$ cat src/rtl/hazard_scoreboard.sv
// Pipeline hazard scoreboard: tracks in-flight producers after D, raises
// stall on unmet Tuse/Tnew or busy mul/div, and picks forwarding sources.
module hazard_scoreboard #(
    parameter int NREG_W   = 5,
    parameter int STAGES   = 3,
    parameter int TNEW_W   = 2,
    parameter int MULT_LAT = 5,
    parameter int DIV_LAT  = 10
) (
    input  logic                           clk,
    input  logic                           reset,
    input  logic                           d_valid,
    input  logic [NREG_W-1:0]              d_rs,
    input  logic [NREG_W-1:0]              d_rt,
    input  logic [2:0]                     d_tuse_rs,
    input  logic [2:0]                     d_tuse_rt,
    input  logic                           d_wr_en,
    input  logic [NREG_W-1:0]              d_wr_reg,
    input  logic [TNEW_W-1:0]              d_tnew,
    input  logic                           d_md,
    input  logic                           d_md_start,
    input  logic                           d_md_div,
    input  logic                           flush,
    output logic                           stall,
    output logic [$clog2(STAGES+1)-1:0]    fwd_rs_sel,
    output logic [$clog2(STAGES+1)-1:0]    fwd_rt_sel,
    output logic                           md_busy,
    output logic [15:0]                    stall_count
);
    localparam int SEL_W  = $clog2(STAGES + 1);
    localparam int MD_MAX = (DIV_LAT > MULT_LAT) ? DIV_LAT : MULT_LAT;
    localparam int MD_W   = $clog2(MD_MAX + 1);

    // Stage k = 1 is E; higher k are older producers.
    logic              stg_valid  [1:STAGES];
    logic              stg_wr_en  [1:STAGES];
    logic [NREG_W-1:0] stg_wr_reg [1:STAGES];
    logic [TNEW_W-1:0] stg_tnew   [1:STAGES];

    logic [MD_W-1:0]   md_cnt;

    logic              rs_hit, rt_hit;
    logic [SEL_W-1:0]  rs_k, rt_k;
    logic [TNEW_W-1:0] rs_tnew, rt_tnew;
    logic              rs_stall, rt_stall, md_stall, accept;

    // Scan oldest to youngest so the youngest match is the one left standing.
    always_comb begin
        rs_hit  = 1'b0;
        rs_k    = '0;
        rs_tnew = '0;
        rt_hit  = 1'b0;
        rt_k    = '0;
        rt_tnew = '0;
        for (int k = STAGES; k >= 1; k--) begin
            if (stg_valid[k] && stg_wr_en[k] && stg_wr_reg[k] == d_rs &&
                d_rs != '0 && d_tuse_rs != 3'd7) begin
                rs_hit  = 1'b1;
                rs_k    = SEL_W'(k);
                rs_tnew = stg_tnew[k];
            end
            if (stg_valid[k] && stg_wr_en[k] && stg_wr_reg[k] == d_rt &&
                d_rt != '0 && d_tuse_rt != 3'd7) begin
                rt_hit  = 1'b1;
                rt_k    = SEL_W'(k);
                rt_tnew = stg_tnew[k];
            end
        end
    end

    always_comb begin
        md_busy    = (md_cnt != '0);
        rs_stall   = rs_hit && (int'(d_tuse_rs) < int'(rs_tnew));
        rt_stall   = rt_hit && (int'(d_tuse_rt) < int'(rt_tnew));
        md_stall   = d_md && md_busy;
        stall      = d_valid && !flush && (rs_stall || rt_stall || md_stall);
        accept     = d_valid && !stall && !flush;
        fwd_rs_sel = (d_valid && rs_hit && rs_tnew == '0) ? rs_k : '0;
        fwd_rt_sel = (d_valid && rt_hit && rt_tnew == '0) ? rt_k : '0;
    end

    always_ff @(posedge clk) begin
        if (reset) begin
            for (int k = 1; k <= STAGES; k++) begin
                stg_valid[k]  <= 1'b0;
                stg_wr_en[k]  <= 1'b0;
                stg_wr_reg[k] <= '0;
                stg_tnew[k]   <= '0;
            end
            md_cnt      <= '0;
            stall_count <= '0;
        end else begin
            for (int k = STAGES; k >= 2; k--) begin
                stg_valid[k]  <= stg_valid[k-1] && !flush;
                stg_wr_en[k]  <= stg_wr_en[k-1];
                stg_wr_reg[k] <= stg_wr_reg[k-1];
                stg_tnew[k]   <= (stg_tnew[k-1] == '0) ? '0 : stg_tnew[k-1] - TNEW_W'(1);
            end
            stg_valid[1]  <= accept;
            stg_wr_en[1]  <= d_wr_en;
            stg_wr_reg[1] <= d_wr_reg;
            stg_tnew[1]   <= d_tnew;

            // Flush leaves an in-flight mul/div running; only reset clears it.
            if (accept && d_md_start)
                md_cnt <= d_md_div ? MD_W'(DIV_LAT) : MD_W'(MULT_LAT);
            else if (md_busy)
                md_cnt <= md_cnt - MD_W'(1);

            if (stall && stall_count != 16'hFFFF)
                stall_count <= stall_count + 16'd1;
        end
    end
endmodule

$ cat config.mk
export PLATFORM = sky130hd
export DESIGN_NAME = hazard_scoreboard
export DESIGN_NICKNAME = d
export VERILOG_FILES = /design/src/rtl/hazard_scoreboard.sv
export SDC_FILE = /design/constraint.sdc
export NUM_CORES = 1
export LEC_CHECK = 0
export ABC_AREA = 1
export BUFFER_PORTS_ARGS = -buffer_cell sky130_fd_sc_hd__buf_2
export CAP_MARGIN = 20
export CORE_MARGIN = 2
export CORE_UTILIZATION = 30
export CTS_CLUSTER_SIZE = 20
export DETAILED_ROUTE_END_ITERATION = 12
export PLACE_DENSITY_LB_ADDON = 0.15
export SKIP_CTS_REPAIR_TIMING = 1
export SLEW_MARGIN = 10
export SYNTH_ARGS = -nofsm -noshare
export SYNTH_HDL_FRONTEND = slang
export SYNTH_SLANG_ARGS = --single-unit
$ cat constraint.sdc
create_clock -name clk -period 2.32 [get_ports clk]
set_input_delay 0.116 -clock clk [delete_from_list [all_inputs] [get_ports clk]]
set_output_delay 0.116 -clock clk [all_outputs]
set_load 0.05 [all_outputs]
==> flow_summary_export.csv <==
group,metric,value,unit
timing,min_period,2.67,ns
clocking,cts_tree,"done",
critical_path,rr_startpoint,"stg_wr_reg[0][12]",
layout,most_frequent_cells_in_the_layout,"sky130_fd_sc_hd__nand2_1 (82), sky130_fd_sc_hd__inv_1 (59), sky130_fd_sc_hd__nor2_1 (57)",
layout,area_delta_synth_final,38.5,%
critical_path,worst_path_dominant_cell_family,"simple AND/OR/NAND/NOR gates",
min_path,worst_hold_startpoint,"d_wr_reg[3]",
critical_path,setup.worst_path.start,"stg_wr_reg[0][12]",
floorplanning,pin_count,53,
power,power.combinational.fraction,30.3,%
drt,num_vias,2933,
timing,rsz0062_at_grt,"true",
drt,antenna_left,0,
synth,number_of_flip_flops_and_latches_in_the_synthesized_netlist,47,
floorplanning,dieArea,10400,sq um
synth,synth-seq-area-share,32.8,%
power,power.share.switching,32.7,%
critical_path,worstRegToRegCells,19,
power,cellLeakagePower,1.80,nW
layout,num-nets-final,570,
clocking,clock_latency,0.30,ns
placement,dp_cells,638,
drt,average_via_count_per_standard_cell,4.43,
critical_path,worstPathCellList,"buf_6 -> nand2_4 -> nand2_4 -> nor2_4 -> nand3_2 -> nor2_4 -> inv_2 -> o211ai_1 -> o21ai_2 -> ha_2 -> nand2_2 -> a21oi_4 -> nand2_4 -> nand2_4 -> clkinv_8 -> buf_12",
critical_path,worstPathRequired,2.20,ns
clocking,clk_pin_slew,0.10,ns
critical_path,crit_path_frequent_cell,"sky130_fd_sc_hd__nand2_4",
critical_path,critPathCaptureType,"primary output",
synth,mappedNetlistArea,2870,sq um
global_route,gr-total-overflow,0,
synth,syn_avg_cell_area,6.73,sq um
critical_path,critical_path.reg2reg.endpoint,"stall_count[11]",
run_status,violations,"negative setup slack",
synth,synth.net_count,464,
global_route,grt_antenna_before_repair,0,
power,power.sequential.fraction,42.9,%
critical_path,crit_path_start_kind,"register",
critical_path,ff2ff_setup_slack,-0.29,ns
timing,tightest_slew,0.506,ns
floorplanning,die_width,102,um
placement,gp_congestion,0.852,
power,internal_power,1.40,mW
synth,synth.distinct_cells,29,
timing,final_critical_path_setup_slack,-0.350,ns
placement,place_hpwl,5770,um
power,clkPwrFrac,26.8,%
synth,yosys_synthesis_warning_count,0,
drt,drt_first_iter_violations,81,
power,cellPowerDensity,522,nW/um^2
critical_path,slowest_delay,0.36,ns
clocking,cts_sinks,47,
drt,detailed_route_wire_length_per_cell,11.6,um
timing,finalHoldViolations,0,
timing,setup-tns-final,-5.18,ns
drt,dr.pass1.iters,5,
clocking,ctsRootBufferMaster,"sky130_fd_sc_hd__clkbuf_8",
synth,postSynthCellCount,426,
layout,largest_register_ffs,16,
floorplanning,floorplan.initialDensity,31.0,%
critical_path,cp_data_arrival_time,2.55,ns
timing,setup_viol,22,
layout,final_layout_size_suffix_gt1_share,34.5,%
critical_path,worstSetupPathType,"reg2out",
power,irDropWorstVdd,0.000241,V
flow_run,maxCapViolCount,0,
critical_path,crit_slowest_cell,"sky130_fd_sc_hd__dfxtp_4",
global_route,grt_first_pass_wirelength,12400,um
timing,max_freq,375,MHz
global_route,via_count_of_the_first_global_routing_pass,2675,
min_path,holdPathEnd,"stg_wr_reg[0][8]",
global_route,grt_util_all_layers,14.9,%
critical_path,critPathMaxFanout,9,
floorplanning,std_cell_rows,35,
timing,final.setup_skew,0.0161,ns
min_path,holdCritPathClass,"in2reg",
layout,layout.cells.most_common,"sky130_fd_sc_hd__nand2_1",
min_path,hold_path_depth,3,
layout,antenna_cells,0,
layout,fillCellCount,1004,
clocking,cts_buffer_depth,2,
drt,postRouteWirelength,7700,um
timing,timing.final.crit_share,115,%
layout,final_cells,662,
floorplanning,coreArea,9240,sq um
timing,max_slew_margin,66.0,%
clocking,htree_levels,2,
drt,drt_drc_violations_left,0,
power,power.switching,0.678,mW
critical_path,critical_path_buf_inv_count,4,
run_status,result_of_the_run,"finished, violations left",
placement,port_buffers,52,
clocking,number_of_buffers_created_by_cts,5,
timing,finalMaxSlewViolations,0,
floorplanning,die_h,102,um
global_route,largest_net_degree_at_the_start_of_global_routing,25,
[how the worst max path moves through the flow]
stage,endpoint,slack [ns],cells past startpoint
after CTS,stall,-0.59,17
after global routing,stall,-0.50,16
final,stall,-0.35,16
after floorplan,stall_count[10],0.04,21
after detailed placement,stall_count[14],-0.26,19
after global placement,stall_count[0],-0.15,19
[synth_stat cells]
| master | instances | area share (%) |
|---|---|---|
| sky130_fd_sc_hd__buf_6 | 1 | 0.39 |
| sky130_fd_sc_hd__xor2_1 | 13 | 4.0 |
| sky130_fd_sc_hd__nor2_2 | 2 | 0.44 |
| sky130_fd_sc_hd__inv_6 | 1 | 0.31 |
| sky130_fd_sc_hd__o211ai_1 | 2 | 0.52 |
| sky130_fd_sc_hd__clkbuf_1 | 6 | 0.79 |
| sky130_fd_sc_hd__nand2_8 | 1 | 0.70 |
| sky130_fd_sc_hd__xnor2_1 | 11 | 3.4 |
| sky130_fd_sc_hd__and3_1 | 1 | 0.22 |
| sky130_fd_sc_hd__nor2_4 | 1 | 0.39 |
| sky130_fd_sc_hd__ha_1 | 7 | 3.1 |
| sky130_fd_sc_hd__dfxtp_1 | 47 | 33 |
| sky130_fd_sc_hd__nor4_1 | 2 | 0.44 |
| sky130_fd_sc_hd__nor2_1 | 60 | 7.9 |
| sky130_fd_sc_hd__a21oi_2 | 10 | 3.1 |
| sky130_fd_sc_hd__nand4_1 | 9 | 2.0 |
| sky130_fd_sc_hd__a21oi_1 | 11 | 1.9 |
| sky130_fd_sc_hd__inv_2 | 7 | 0.92 |
| sky130_fd_sc_hd__buf_12 | 1 | 0.70 |
| sky130_fd_sc_hd__nand3_2 | 3 | 1.0 |
| sky130_fd_sc_hd__nand2_4 | 1 | 0.39 |
| sky130_fd_sc_hd__nand2_1 | 87 | 11 |
| sky130_fd_sc_hd__nand3b_1 | 3 | 0.79 |
| sky130_fd_sc_hd__nand3_1 | 43 | 7.5 |
| sky130_fd_sc_hd__nand2_2 | 13 | 2.8 |
| sky130_fd_sc_hd__o21ai_0 | 5 | 0.87 |
| sky130_fd_sc_hd__inv_1 | 61 | 8.0 |
| sky130_fd_sc_hd__nor3_1 | 16 | 2.8 |
| sky130_fd_sc_hd__a21oi_4 | 1 | 0.57 |
[routing by layer]
layer	up-vias	global-route usage [%]	wire length (um)
met4	0	2.91	54
li1	1543	-	-
met5	-	0	0
met1	1326	19.9	3680
met3	4	2.69	357
met2	60	25.1	3610
[worst min-delay path, delay by kind of cell]
kind	cells	cell delay, ns
buf+inv	2	0.13
simple gates	1	0.03
[cell type report]
class	instances	area, sq um	area share (%)
multi-input cells	303	1750	44.1
flip-flops and latches	47	952	24.0
repair buffers	106	736	18.5
inverters	69	272	6.84
well taps	129	161	4.07
clock buffers	8	100	2.52
[power groups by stage]
stage	clock network, mW	registers (mW)	logic, mW
2_1_floorplan	0	0.909	0.377
3_3_place_gp	0	0.909	0.524
3_5_place_dp	0	0.909	0.524
4_1_cts	0.580	0.890	0.526
5_1_grt	0.611	0.898	0.707
6_report	0.556	0.890	0.628
[metrics by stage]
| stage | setup WS [ns] | cell area [sq um] | hold slack [ns] | util, % | total power, mW |
|---|---|---|---|---|---|
| after floorplan | 0.0390 | 2880 | 0.188 | - | 1.29 |
| after global placement | -0.152 | 3540 | 0.320 | 38.3 | 1.43 |
| after detailed placement | -0.255 | 3540 | 0.325 | 38.3 | 1.43 |
| after CTS | -0.590 | 3640 | -0.00743 | 39.4 | 2.00 |
| after global routing | -0.503 | 3970 | 0.000121 | 43.0 | 2.22 |
| final | -0.350 | 3970 | 0.00381 | 43.0 | 2.07 |
[cells by family (layout without fill, tap and decap cells)]
| group | count (synthesis) | after routing | share of synthesized area [%] |
|---|---|---|---|
| xor gates and xnor gates | 24 | 24 | 7.33 |
| DFF | 47 | 47 | 32.8 |
| and+or+nand+nor | 242 | 243 | 38.8 |
| AOI/OAI and AO/OA | 29 | 29 | 6.94 |
| buffers and inverters | 77 | 183 | 11.1 |
| adders and majority gates | 7 | 7 | 3.06 |
Note: power is estimated with default switching activity, not from simulation.
